===== config.mk =====
export PLATFORM = sky130hd
export DESIGN_NAME = opb_register_bank_ppc2simulink
export DESIGN_NICKNAME = d
export VERILOG_FILES = /design/src/rtl/opb_register_bank_ppc2simulink.sv
export SDC_FILE = /design/constraint.sdc
export NUM_CORES = 1
export LEC_CHECK = 0
export BUFFER_PORTS_ARGS = -buffer_cell sky130_fd_sc_hd__buf_2
export CAP_MARGIN = 20
export CORE_MARGIN = 4
export CORE_UTILIZATION = 50
export CTS_BUF_LIST = sky130_fd_sc_hd__clkbuf_16
export DETAILED_ROUTE_END_ITERATION = 10
export GPL_TIMING_DRIVEN = 0
export PLACE_DENSITY = 0.79
export SYNTH_ARGS = -nofsm -noshare
export SYNTH_HDL_FRONTEND = slang
export SYNTH_SLANG_ARGS = --single-unit
export TNS_END_PERCENT = 30

===== constraint.sdc =====
create_clock -name OPB_Clk -period 6.8 [get_ports OPB_Clk]
set_clock_uncertainty 0.2 [all_clocks]
set_input_delay 0.68 -clock OPB_Clk [delete_from_list [all_inputs] [get_ports OPB_Clk]]
set_output_delay 0.68 -clock OPB_Clk [all_outputs]
set_load 0.1 [all_outputs]

===== src/rtl/opb_register_bank_ppc2simulink.sv =====
`default_nettype none
// ============================================================================
// Module     : opb_register_bank_ppc2simulink
// Description: OPB slave bank of NUM_REGS byte-writable 32-bit registers with
//              readback and per-register update strobes for Simulink fabric.
//              Optional macro OPB_REG_SHADOW_COMMIT_EN: shadow registers plus
//              a COMMIT register at index NUM_REGS for atomic multi-word loads.
// Revision   : 1.0 - initial release
// ============================================================================
module opb_register_bank_ppc2simulink #(
  parameter logic [31:0] C_BASEADDR   = 32'h01000500,
  parameter logic [31:0] C_HIGHADDR   = 32'h010005FF,
  parameter int          C_OPB_AWIDTH = 32,
  parameter int          C_OPB_DWIDTH = 32,
  parameter int          NUM_REGS     = 4,
  parameter logic [31:0] RESET_VALUE  = 32'h0
) (
  input  logic                         OPB_Clk,
  input  logic                         OPB_Rst,
  input  logic [0:C_OPB_AWIDTH-1]      OPB_ABus,
  input  logic [0:C_OPB_DWIDTH/8-1]    OPB_BE,
  input  logic [0:C_OPB_DWIDTH-1]      OPB_DBus,
  input  logic                         OPB_RNW,
  input  logic                         OPB_select,
  input  logic                         OPB_seqAddr,
  output logic [0:C_OPB_DWIDTH-1]      Sl_DBus,
  output logic                         Sl_errAck,
  output logic                         Sl_retry,
  output logic                         Sl_toutSup,
  output logic                         Sl_xferAck,
  output logic [32*NUM_REGS-1:0]       user_data_out,
  output logic [NUM_REGS-1:0]          user_wr_pulse
);

  localparam int C_IDX_W = C_OPB_AWIDTH - 2;

  typedef enum logic [0:0] {
    ST_IDLE = 1'b0,
    ST_ACK  = 1'b1
  } state_t;

  state_t               state_q, state_d;
  logic [C_IDX_W-1:0]   idx_q, idx_d;
  logic                 rnw_q, rnw_d;
  logic [3:0]           be_q, be_d;
  logic [31:0]          wdata_q, wdata_d;
  logic [31:0]          live_q [NUM_REGS];
  logic [31:0]          live_d [NUM_REGS];
  logic [NUM_REGS-1:0]  pulse_q, pulse_d;
`ifdef OPB_REG_SHADOW_COMMIT_EN
  localparam logic [C_IDX_W-1:0] C_COMMIT_IDX = C_IDX_W'(NUM_REGS);
  logic [31:0]          shadow_q [NUM_REGS];
  logic [31:0]          shadow_d [NUM_REGS];
  logic [NUM_REGS-1:0]  dirty_q, dirty_d;
`endif

  logic [31:0]          w_offset;
  logic                 w_hit;
  logic                 w_ack;
  logic [31:0]          w_rd_data;
  logic                 w_unused;

  // BE[0] steers the most significant byte, so a [0:3] -> [3:0] copy lines
  // each enable up with user byte lane b = bits [8b+7:8b].
  function automatic logic [31:0] f_merge(input logic [31:0] old_v,
                                          input logic [31:0] new_v,
                                          input logic [3:0]  be);
    logic [31:0] res;
    for (int b = 0; b < 4; b++) begin
      res[8*b +: 8] = be[b] ? new_v[8*b +: 8] : old_v[8*b +: 8];
    end
    return res;
  endfunction

  assign w_offset = 32'(OPB_ABus) - C_BASEADDR;
  assign w_hit    = OPB_select && (32'(OPB_ABus) >= C_BASEADDR) &&
                    (32'(OPB_ABus) <= C_HIGHADDR);
  assign w_ack    = (state_q == ST_ACK) && !OPB_Rst;
  assign w_unused = &{1'b0, OPB_seqAddr, w_offset[1:0]};

  always_comb begin
    state_d = state_q;
    idx_d   = idx_q;
    rnw_d   = rnw_q;
    be_d    = be_q;
    wdata_d = wdata_q;
    live_d  = live_q;
    pulse_d = '0;
`ifdef OPB_REG_SHADOW_COMMIT_EN
    shadow_d = shadow_q;
    dirty_d  = dirty_q;
`endif
    case (state_q)
      ST_IDLE: begin
        if (w_hit) begin
          state_d = ST_ACK;
          idx_d   = w_offset[C_IDX_W+1:2];
          rnw_d   = OPB_RNW;
          be_d    = 4'(OPB_BE);
          wdata_d = 32'(OPB_DBus);
        end
      end
      ST_ACK: begin
        state_d = ST_IDLE;
        if (!rnw_q) begin
`ifdef OPB_REG_SHADOW_COMMIT_EN
          for (int k = 0; k < NUM_REGS; k++) begin
            if (idx_q == C_IDX_W'(k)) begin
              shadow_d[k] = f_merge(shadow_q[k], wdata_q, be_q);
              dirty_d[k]  = 1'b1;
            end
          end
          if (idx_q == C_COMMIT_IDX) begin
            live_d  = shadow_q;
            pulse_d = dirty_q;
            dirty_d = '0;
          end
`else
          for (int k = 0; k < NUM_REGS; k++) begin
            if (idx_q == C_IDX_W'(k)) begin
              live_d[k]  = f_merge(live_q[k], wdata_q, be_q);
              pulse_d[k] = 1'b1;
            end
          end
`endif
        end
      end
      default: state_d = ST_IDLE;
    endcase
  end

  always_ff @(posedge OPB_Clk) begin
    if (OPB_Rst) begin
      state_q <= ST_IDLE;
      idx_q   <= '0;
      rnw_q   <= 1'b0;
      be_q    <= '0;
      wdata_q <= '0;
      pulse_q <= '0;
      for (int k = 0; k < NUM_REGS; k++) begin
        live_q[k] <= RESET_VALUE;
      end
`ifdef OPB_REG_SHADOW_COMMIT_EN
      for (int k = 0; k < NUM_REGS; k++) begin
        shadow_q[k] <= RESET_VALUE;
      end
      dirty_q <= '0;
`endif
    end else begin
      state_q <= state_d;
      idx_q   <= idx_d;
      rnw_q   <= rnw_d;
      be_q    <= be_d;
      wdata_q <= wdata_d;
      pulse_q <= pulse_d;
      live_q  <= live_d;
`ifdef OPB_REG_SHADOW_COMMIT_EN
      shadow_q <= shadow_d;
      dirty_q  <= dirty_d;
`endif
    end
  end

  // Indices inside the address window but beyond the bank read as zero.
  always_comb begin
    w_rd_data = '0;
    for (int k = 0; k < NUM_REGS; k++) begin
      if (idx_q == C_IDX_W'(k)) begin
`ifdef OPB_REG_SHADOW_COMMIT_EN
        w_rd_data = shadow_q[k];
`else
        w_rd_data = live_q[k];
`endif
      end
    end
`ifdef OPB_REG_SHADOW_COMMIT_EN
    if (idx_q == C_COMMIT_IDX) begin
      w_rd_data = {31'b0, |dirty_q};
    end
`endif
  end

  assign Sl_xferAck = w_ack;
  assign Sl_DBus    = (w_ack && rnw_q) ? C_OPB_DWIDTH'(w_rd_data) : '0;
  assign Sl_errAck  = 1'b0;
  assign Sl_retry   = 1'b0;
  assign Sl_toutSup = 1'b0;

  assign user_wr_pulse = pulse_q;

  generate
    for (genvar k = 0; k < NUM_REGS; k++) begin : g_user_out
      assign user_data_out[32*k +: 32] = live_q[k];
    end
  endgenerate

endmodule
`default_nettype wire

Word-level counts from Yosys, hierarchy flattened:

Cells that the tools add are included.

* eq/ne operators: 3
* mux-type cells: 11
* bitwise gates (word level): 2
* shifts and indexed selects: 0
* $lt $le $gt $ge: 2
* add/subtract/negate cells: 1
* divide/modulo/power cells: 0
* reductions and logical operators: 24
* multipliers: 0

Operators by type and width (number)
* 32-bit 2-to-1 mux: 5
* 4-bit AND reduction: 16
* 30-bit by 2-bit equality test with 1-bit output, second input constant: 2
* 32-bit by 25-bit greater-or-equal comparator with 1-bit output, second input constant: 1
* 32-bit by 25-bit <= comparator with 1-bit output, second input constant: 1
* 32-bit by 25-bit subtractor with 32-bit output, second input constant: 1
* 30-bit by 1-bit equality test with 1-bit output, second input constant: 1
* 30-bit zero test: 1
* 1-bit 2-to-1 mux: 5
* 1-bit logical AND: 4
* 3-bit OR reduction: 1
* 1-bit NOT: 2
* 1-bit case mux with 2 select lines: 1
* 2-bit AND reduction: 1
* 1-bit zero test: 1

* logic and storage cells: 65
* bits in registers: 200
* ROM bits: 0
* memories kept: 0
* output and inout bits: 168
* latch bits: 0
* memory bits (writable): 0
* input port bits: 73

Logic depth before layout (Yosys ltp):

Gate-level depths: netlist (run 1).

* depth after elaboration: 6
* gate-level depth with buffers: 9
* gate-level depth less buffers: 7

Worst setup path after synthesis (run 1):

OpenSTA, ideal clock, no wires.

* path type: input -> output
* start point: in OPB_Rst
* end point: out Sl_DBus[0] (netlist bit)
* data required time: 5.920 ns
* cell stages on the path: 4
* path slack: 0.943 ns
* arrival time: 4.977 ns
* buffers on the path: 1
* cells stage by stage: nor2b_1 > nand4_1 > clkbuf_1 > a211oi_1

* longest elaborated chain between the ends: 4

Ends and longest elaborated chain
* start, declared: RTL line 19 `input logic OPB_Rst,`
* 1-bit zero test: RTL line 78 `assign w_ack = (state_q == ST_ACK) && !OPB_Rst;`
* 1-bit logical AND: RTL line 78
* 1-bit logical AND: RTL line 184 `assign Sl_DBus = (w_ack && rnw_q) ? C_OPB_DWIDTH'(w_rd_data) : '0;`
* 32-bit 2-to-1 mux: RTL line 184
* end, declared: RTL line 26 `output logic [0:C_OPB_DWIDTH-1] Sl_DBus,`

No other way between the ends.

Final worst setup path (run 1):

* start point: reg idx_q[1]
* end point: out Sl_DBus[11] (netlist bit)

* longest elaborated chain between the ends: 6
* elaborated cells on any way between the ends: 9
* those cells by class: eq/ne (3); mux (5); reduce/logical (1)

Ends and longest elaborated chain
* start, declared: RTL line 43 `logic [C_IDX_W-1:0] idx_q, idx_d;`
* start signal, assigned: RTL line 151 `idx_q <= idx_d;`
* 30-bit zero test: RTL line 168 `if (idx_q == C_IDX_W'(k)) begin`
* 32-bit 2-to-1 mux (3 in series): RTL line 168
* 32-bit 2-to-1 mux *: RTL line 168
* 32-bit 2-to-1 mux *: RTL line 184

Mark *: on every way between the ends. The rest lies on a longest branch, timed or not.

==> results of run 1 <==
-- registers in the layout, summed over array words and instances, names as in the netlist --
register / flops
rnw_q: 1
user_wr_pulse: 4
wdata_q: 32
state_q: 1
be_q: 4
user_data_out: 128
idx_q: 30
-- kinds of logic after synthesis --
family,count (synthesis)
other,1
buffers and inverters,68
muxes,179
xor gates and xnor gates,1
DFF,200
adders and majority gates,2
AOI/OAI and AO/OA,117
and+or+nand+nor,330
-- layout make-up --
| type | instances | share of cell area [%] |
|---|---|---|
| Sequential cell | 200 | 37.1 |
| Inverter | 9 | 0.313 |
| Tap cell | 225 | 2.61 |
| Timing Repair Buffer | 236 | 10.9 |
| Buffer | 59 | 2.49 |
| Clock buffer | 17 | 3.94 |
| Multi-Input combinational cell | 632 | 41.3 |
| Clock inverter | 15 | 1.30 |
-- critical path: stages (launching register included) --
cell,delay [ps]
dfxtp_1,370
buf_1,520
clkbuf_1,700
clkbuf_1,580
a211oi_1,180
a211oi_1,320
buf_2,490
-- power by group through the flow --
stage               Sequential [mW]  Combinational (mW)  Clock [mW]
CTS                            1.17              0.0734       0.990
global route                   1.17              0.0789        1.04
finish                         1.17              0.0738       0.982
detailed placement             1.20              0.0730           0
global placement               1.20              0.0725           0
floorplan                      1.20              0.0327           0
-- metrics by stage --
step / area (um2) / hold WS [ps] / power [mW] / setup WS, ps
CTS: 10800 / 256 / 2.23 / 2340
global route: 10800 / 270 / 2.29 / 2120
finish: 10800 / 258 / 2.23 / 2320
detailed placement: 10200 / 246 / 1.27 / 2800
floorplan: 8760 / 234 / 1.23 / 943
global placement: 10200 / 243 / 1.27 / 2880
-- synth_stat cells (6+ instances only) --
| cell | count |
|---|---|
| nor2b_1 | 34 |
| nand3b_1 | 8 |
| nand2_1 | 78 |
| dfxtp_1 | 200 |
| a21oi_1 | 36 |
| nor4_2 | 6 |
| nor4_4 | 16 |
| inv_1 | 9 |
| a211oi_1 | 68 |
| mux2i_1 | 178 |
| nor2_1 | 154 |
| clkbuf_1 | 44 |
-- routing by layer --
metal  share of wire [%]  up-vias
li1                    -     3664
met1                  42     3666
met2                  46      324
met3                 8.5       57
met4                 2.7        4
met5                0.10        -
-- how the worst max path moves through the flow --
stage	start	endpoint	slack, ps	cells past startpoint
after floorplan	OPB_Rst	Sl_DBus[0]	940	4
after global placement	idx_q[1]	Sl_DBus[22]	2880	6
after detailed placement	idx_q[1]	Sl_DBus[8]	2800	6
after CTS	idx_q[1]	Sl_DBus[22]	2340	6
after global routing	idx_q[1]	Sl_DBus[8]	2120	6
final	idx_q[1]	Sl_DBus[11]	2320	6
==> results by group, run 1 <==
Outcome
  – Status: finished clean

Routing
  – Routed len/inst: 19.4 um
  – Routed Wire Length: 27.0 mm
  – Drt via density: 5.54
  – # DRC: 0
  – First-iteration detailed-routing DRC count: 394
  – Final ANT Viol Nets: 0
  – Drt first pass iters: 5
  – Vias: 7715

Setup path
  – Reg2reg end: user_data_out[92]
  – R2r setup slk: 3890 ps
  – R2R cell count: 5
  – Crit end category: output port
  – Worst Setup Path Type: flip-flop to output port
  – Worst setup SP type: flip-flop
  – Critical path arrival: 3600 ps
  – CP max FO: 10
  – R2R Path Start: idx_q[1]
  – Data required, critical path: 5920 ps

Logic synthesis
  – Synth top area share: 45.7%
  – Cell count after synthesis: 898
  – Seq/Total Area, Yosys: 45.7%
  – Post-synthesis xor/xnor area fraction: 0.100%
  – Main synth FF type: dfxtp_1
  – Synthesis warning total: 0
  – Top cells by area, synth: dfxtp_1 46%, mux2i_1 20%, nor2_1 6.6%, a211oi_1 5.8%, nor4_4 3.9%
  – Ys async rst share: 0%
  – Post-Synth Simple-Gate Area: 20.8%
  – Syn Std Cell Area: 0.00875 mm2
  – Distinct cell type count after synthesis: 45
  – Post-synth EDFFs: 0
  – Mux contribution to synthesized area: 20.6%
  – Cell accounting for the most synthesized area: dfxtp_1
  – Syn Area/Cell: 9.75 um2
  – Post-synthesis compound-gate area fraction: 8.96%
  – Post-Synth Adder-Cell Area: 0.286%
  – Largest family of logic cells by synthesized area: simple AND/OR/NAND/NOR gates
  – Synthesis-stage register bit count: 200

STA
  – TNS Setup: 0 ps
  – Max Slew Vio Count: 0
  – Max-slew headroom: 34.9%
  – Finish-stage setup viols: 0
  – Fmax: 223 MHz
  – RSZ-0062 raised after global routing: false
  – Final hold vios: 0
  – Period utilisation layout: 65.9%
  – Worst-Margin Slew: 969 ps
  – Fin crit period: 4480 ps

GRT
  – Met1 usage: 34.3%
  – Gr busiest metal: met2
  – Grt ovf: 0
  – Total GRT Usage: 26.8%
  – M3 GR Usage: 7.68%
  – Largest net degree at the start of global routing: 19
  – GRT met2 Usage: 42.6%
  – First-pass GRT wire length: 41.5 mm
  – Initial antenna violation count: 2
  – Vias in the first global route: 7539

CTS
  – Latest clock arrival within the worst-skew pair: 440 ps
  – Clock Tree Buf Depth: 2
  – CTS tree: built
  – Reg clk slew, reported paths: 70 ps
  – CTS resizes: 0
  – Post-CTS Setup Bufs: 0
  – CTS Root Cell: clkbuf_16
  – Hold_buf cts: 0
  – Clock sink count: 200
  – H-tree depth: 4
  – Inserted Clock Buffers: 17

Job
  – Max Cap Violations: 0

Cells and area
  – Post-route insts no fill: 1393
  – Nets: 1230
  – Share of layout cells above drive strength 1: 25.9%
  – Most frequent cells in the layout: 240 x buf_2, 200 x dfxtp_1, 178 x mux2i_1
  – Filler cells: 1479
  – # diodes: 0
  – Storage element area: 0.00400 mm2
  – Area occupied by multi-input gates: 0.00445 mm2
  – Final Util: 62.6%
  – Area Growth Syn to Fin: 23.3%
  – Most common cell after layout, fill and taps aside: buf_2

Pwr
  – Pleak: 4.11 nW
  – Int Power: 1.71 mW
  – Power Dens Cells: 206 mW/mm2
  – Sw Pwr: 520 uW
  – Flop pwr share: 52.6%
  – Switching Share: 23.3%
  – Clock network power share: 44.1%
  – Comb pwr share: 3.3%
  – Peak VDD IR: 0.171 mV

Die
  – Core area: 0.0172 mm2
  – Die ar.: 0.0197 mm2
  – Starting Density: 50.8%
  – # rows: 48
  – Die W: 140 um
  – Top-Level Pins: 241
  – Die height: 140 um

Placed design
  – Number of cells after detailed placement: 1361
  – Routability Congestion: 0.847
  – Post-DP HPWL: 19.5 mm
  – IO Port Bufs: 236

Worst hold path
  – Worst Hold Depth: 2
  – HP Start: idx_q[7]
  – Hold endpoint: idx_q[7]
  – Worst min-delay path class: flip-flop to flip-flop
Note: power is estimated with default switching activity, not from simulation.
==> run 2: changes to the inputs <==
- CORE_UTILIZATION: 50 -> 47
- PLACE_DENSITY: 0.79 -> 0.78
- clock period: 6.8 -> 3.9 ns (I/O delays scaled with it)
==> results by group, run 2 (same netlist as run 1, synthesis figures left out) <==
Outcome
  – Status: finished clean

Pwr
  – Peak VDD IR: 0.302 mV (+77%)
  – Tot Pwr: 3.98 mW (+79%)
  – Int Power: 3.11 mW (+82%)
  – Clock network power share: 45.1% (+1.0 points)
  – Comb pwr share: 3.7% (+0.4 points)
  – Sw Pwr: 874 uW (+68%)
  – Pleak: 4.24 nW (+3.3%)
  – Flop pwr share: 51.3% (-1.3 points)
  – Switching Share: 21.9% (-1.4 points)
  – Power Dens Cells: 353 mW/mm2 (+71%)

GRT
  – Largest net degree at the start of global routing: 18 (-1)
  – Initial antenna violation count: 0 (-2)
  – Grt ovf: 0 (unchanged)
  – Total GRT Usage: 26.1% (-0.69 points)
  – First-pass GRT wire length: 41.9 mm (+1.0%)
  – Vias in the first global route: 7554 (+0.20%)

Routing
  – Final ANT Viol Nets: 0 (unchanged)
  – Drt first pass iters: 5 (unchanged)
  – # DRC: 0 (unchanged)
  – Vias: 7863 (+1.9%)
  – Drt via density: 5.55 (+0.12%)
  – DR WL met2: 13.4 mm (+7.3%)
  – M1 WL: 11.6 mm (+0.95%)
  – Routed Wire Length: 27.6 mm (+2.2%)
  – Routed len/inst: 19.4 um (+0.38%)
  – DR top layer: met4
  – Metal3 WL: 2.10 mm (-8.5%)
  – First-iteration detailed-routing DRC count: 392 (-0.51%)

Cells and area
  – Share of layout cells above drive strength 1: 29.1% (+3.2 points)
  – Area Growth Syn to Fin: 28.9%
  – Most common cell after layout, fill and taps aside: buf_2
  – Post-route insts no fill: 1418 (+1.8%)
  – Largest register FFs: 128 (unchanged)
  – # diodes: 0 (unchanged)
  – Final Util: 62.2% (-0.40 points)
  – Finished layout cell area: 0.0113 mm2 (+4.6%)
  – Most frequent cells in the layout: 218 x buf_2, 200 x dfxtp_1, 178 x mux2i_1
  – Nets: 1251 (+1.7%)

Setup path
  – Crit end category: output port
  – R2R Path Start: idx_q[29]
  – Reg2reg end: user_data_out[99]
  – R2R cell count: 6 (+1)
  – CP endpoint: Sl_DBus[28]
  – Critical path arrival: 3150 ps (-450 ps)
  – Worst Setup Path Type: flip-flop to output port
  – Data required, critical path: 3310 ps (-2610 ps)
  – Worst setup SP type: flip-flop
  – CP max FO: 10 (unchanged)
  – R2r setup slk: 1080 ps (-2810 ps)
  – Critical path startpoint: idx_q[29]

CTS
  – CTS Root Cell: clkbuf_16
  – H-tree depth: 4 (unchanged)
  – CTS tree: built
  – Inserted Clock Buffers: 17 (unchanged)
  – Clock Tree Buf Depth: 2 (unchanged)
  – Latest clock arrival within the worst-skew pair: 430 ps (about the same)
  – Reg clk slew, reported paths: 70 ps (about the same)
  – Clock sink count: 200 (unchanged)

Placed design
  – IO Port Bufs: 236 (unchanged)
  – Number of cells after detailed placement: 1365 (+0.29%)
  – Placed inst area: 0.0104 mm2 (+1.6%)
  – Routability Congestion: 0.891 (+5.2%)
  – Post-DP HPWL: 19.7 mm (+1.1%)

STA
  – RSZ-0062 raised after global routing: true
  – Period utilisation layout: 95.8%
  – Finish-stage setup viols: 0 (unchanged)
  – Final hold vios: 0 (unchanged)
  – Worst-Margin Slew: 941 ps (-28.2 ps)
  – Fmax: 268 MHz
  – Fin crit period: 3740 ps
  – Max-slew headroom: 36.8% (+1.9 points)
  – Worst hold slack: 13.9 ps (-244 ps)
  – Max Slew Vio Count: 0 (unchanged)

Die
  – Die ar.: 0.0209 mm2 (+6.0%)
  – Core area: 0.0181 mm2 (+5.3%)
  – Die W: 144 um (+3.0%)
  – Starting Density: 48.2% (-2.5 points)
  – # rows: 49 (+2.1%)
  – Die height: 144 um (+3.0%)
  – Top-Level Pins: 241 (unchanged)

Worst hold path
  – HP Start: OPB_DBus[5]
  – Worst min-delay path class: input port to flip-flop

Job
  – Max Cap Violations: 0 (unchanged)
-- run 2: changes by cell type in the layout (fill, tap and decap cells not counted), sizes merged --
cell	change
bufinv	+2
buf	-6
dlygate4sd3	+20
clkinv	-2
inv	-2
clkinvlp	+2
clkbuf	+7
-- run 2: power groups by stage --
stage	Sequential [mW]	Clock, mW	Combinational [mW]
global route	2.04	1.89	0.156
detailed placement	2.09	0	0.128
CTS	2.04	1.81	0.145
floorplan	2.09	0	0.0571
global placement	2.09	0	0.128
finish	2.04	1.79	0.146
-- run 2: worst min path at each step --
stage                        to  slack [ps]  cells past startpoint
floorplan             idx_q[19]         230                      2
global placement       idx_q[7]         240                      2
detailed placement    idx_q[19]         240                      2
CTS                 wdata_q[26]         0.4                      3
global route         wdata_q[3]           6                      3
finish              wdata_q[26]          10                      3
-- run 2: through the flow --
step	setup TNS (ps)	setup WS, ps
2_1_floorplan	0	111
3_3_place_gp	0	130
3_5_place_dp	0	72.1
4_1_cts	0	2.05
5_1_grt	-53.2	-13.6
6_report	0	163
-- run 2: critical path: stages (launching register included) --
cell and delay (ps):
dfxtp_1 330, nor4_2 380, nand4_4 350, nor2_1 330, and3_1 200, clkbuf_1 260
buf_2 410, a211oi_2 140, clkbuf_4 300
-- run 2: area by class of cell --
class | instances | area [um2]
Buffer | 59 | 285
Clock buffer | 17 | 425
Clock inverter | 15 | 176
Fill cell | 1554 | 6860
Inverter | 9 | 33.8
Multi-Input combinational cell | 632 | 4620
Sequential cell | 200 | 4000
Tap cell | 229 | 287
Timing Repair Buffer | 257 | 1460
-- run 2: timing repair --
item | CTS | global route
setup buffers | 0 | 1
hold buffers | 20 | 0
endpoints found under the hold margin | 20 | 0
endpoints found under the setup margin | 31 | 28
pin swaps | 0 | 1
gates resized for setup | 31 | 14
-- run 2: routing by layer --
layer | vias up | global-route usage [%]
met5 | - | 0
met4 | 0 | 8.35
met3 | 39 | 5.22
met2 | 319 | 43.5
met1 | 3799 | 34.2
li1 | 3706 | -
==> run 3: changes to the inputs <==
- CORE_UTILIZATION: 47 -> 50
- CTS_CLUSTER_SIZE: default -> 16
- PLACE_DENSITY: 0.78 -> 0.79
- clock period: 3.9 -> 3.6 ns (I/O delays scaled with it)
==> results by group, run 3 (same netlist as run 1, synthesis figures left out) <==
Routing
  – First-iteration detailed-routing DRC count: 437 (+11%)
  – Routed len/inst: 19.5 um (+0.13%)
  – Final ANT Viol Nets: 0 (unchanged)
  – Vias: 7912 (+0.62%)
  – Drt first pass iters: 4 (-1)
  – Routed Wire Length: 27.8 mm (+0.91%)
  – Drt via density: 5.54 (-0.15%)
  – # DRC: 0 (unchanged)

Outcome
  – Status: finished clean

CTS
  – Clock sink count: 200 (unchanged)
  – Latest clock arrival within the worst-skew pair: 430 ps (about the same)
  – Clock Tree Buf Depth: 2 (unchanged)
  – H-tree depth: 4 (unchanged)
  – Inserted Clock Buffers: 17 (unchanged)
  – Reg clk slew, reported paths: 70 ps (about the same)
  – CTS tree: built
  – CTS Root Cell: clkbuf_16

Pwr
  – Tot Pwr: 4.26 mW (+6.9%)
  – Peak VDD IR: 0.354 mV (+17%)
  – Power Dens Cells: 373 mW/mm2 (+5.7%)
  – Pleak: 4.30 nW (+1.3%)

Setup path
  – Worst setup SP type: flip-flop
  – CP max FO: 10 (unchanged)
  – Data required, critical path: 3040 ps (-270 ps)
  – Crit end category: output port
  – Critical path arrival: 2920 ps (-230 ps)
  – Worst Setup Path Type: flip-flop to output port

GRT
  – First-pass GRT wire length: 42.7 mm (+2.0%)
  – M3 GR Usage: 5.70% (+0.48 points)
  – Largest net degree at the start of global routing: 18 (unchanged)
  – Gr busiest metal: met2
  – Initial antenna violation count: 0 (unchanged)
  – GRT met2 Usage: 47.0% (+3.5 points)
  – Grt ovf: 0 (unchanged)
  – Vias in the first global route: 7750 (+2.6%)
  – Met1 usage: 35.3% (+1.1 points)
  – Total GRT Usage: 27.6% (+1.5 points)

Placed design
  – Routability Congestion: 0.833 (-6.6%)
  – IO Port Bufs: 236 (unchanged)
  – Placed inst area: 0.0104 mm2 (about the same)
  – Post-DP HPWL: 19.7 mm (-0.21%)

STA
  – Finish-stage setup viols: 0 (unchanged)
  – Max-slew headroom: 39.4% (+2.6 points)
  – Fin crit period: 3480 ps
  – Fmax: 287 MHz
  – Worst-Margin Slew: 902 ps (-38.6 ps)
  – Period utilisation layout: 96.8%
  – Worst hold slack: 9.85 ps (-4.07 ps)
  – Max Slew Vio Count: 0 (unchanged)
  – TNS Setup: 0 ps (unchanged)
  – Final hold vios: 0 (unchanged)

Die
  – Starting Density: 50.8% (+2.5 points)
  – # rows: 48 (-2.0%)
  – Top-Level Pins: 241 (unchanged)
  – Die W: 140 um (-2.9%)
  – Die height: 140 um (-2.9%)
  – Die ar.: 0.0197 mm2 (-5.7%)
  – Core area: 0.0172 mm2 (-5.0%)

Cells and area
  – Largest register FFs: 128 (unchanged)
  – Area Growth Syn to Fin: 30.5%
  – Share of layout cells above drive strength 1: 28.9% (-0.20 points)
  – # diodes: 0 (unchanged)
  – Finished layout cell area: 0.0114 mm2 (+1.2%)
  – Filler cells: 1417 (-8.8%)
  – Most common cell after layout, fill and taps aside: buf_2
  – Nets: 1266 (+1.2%)
  – Most frequent cells in the layout: 213 x buf_2, 200 x dfxtp_1, 178 x mux2i_1

Job
  – Max Cap Violations: 0 (unchanged)

Worst hold path
  – Worst min-delay path class: input port to flip-flop
run 3: layout make-up:
cell class	count	area, um2	area share, %
clock buffers	17	425	3.72
repair buffers	272	1620	14.1
clock inverters	15	150	1.31
flip-flops and latches	200	4000	35.1
inverters	9	33.8	0.296
well taps	225	282	2.46
multi-input cells	632	4620	40.5
plain buffers	59	290	2.54
run 3: final timing paths:
kind | from | to | slack (ps) | cells past startpoint
hold / removal | OPB_ABus[25] | idx_q[4] | 10 | 3
setup / recovery | idx_q[1] | Sl_DBus[23] | 120 | 6
setup reg to reg | idx_q[9] | user_data_out[91] | 810 | 7
hold reg to reg | idx_q[7] | idx_q[7] | 260 | 2
run 3: stage by stage:
| step | util [%] | worst slack, ps | std cells |
|---|---|---|---|
| 3_3_place_gp | 60.2 | -136 | 1361 |
| 2_1_floorplan | - | -129 | 900 |
| 5_1_grt | 66.3 | -10.4 | 1429 |
| 3_5_place_dp | 60.2 | -169 | 1361 |
| 6_report | 66.3 | 116 | 1429 |
| 4_1_cts | 66.2 | 2.14 | 1428 |
run 3: timing repair:
action | 4_1_cts | 5_1_grt
hold buffers | 34 | 0
pin swaps | 2 | 2
buffers inserted | 1 | 1
setup endpoints to repair | 31 | 32
gates resized for setup | 48 | 2
hold endpoints to repair | 34 | 0
run 3: metal layers:
layer / up-vias / wire, um
li1: 3744 / -
met1: 3819 / 11900
met2: 309 / 13400
met4: 0 / 575
met5: - / 0
met3: 40 / 1970
run 3: report_power, final:
| part | switching, mW | internal [mW] |
|---|---|---|
| sequential | 0.0000000499 | 2.21 |
| clock | 0.854 | 1.02 |
| combinational | 0.101 | 0.0686 |
| total | 0.955 | 3.30 |
run 3: worst max-delay path, cell delays in order (launching register included):
cell and delay [ps]:
dfxtp_1 370, buf_2 320, buf_1 500, clkbuf_2 500, mux2i_1 150, a211oi_2 300
buf_4 340
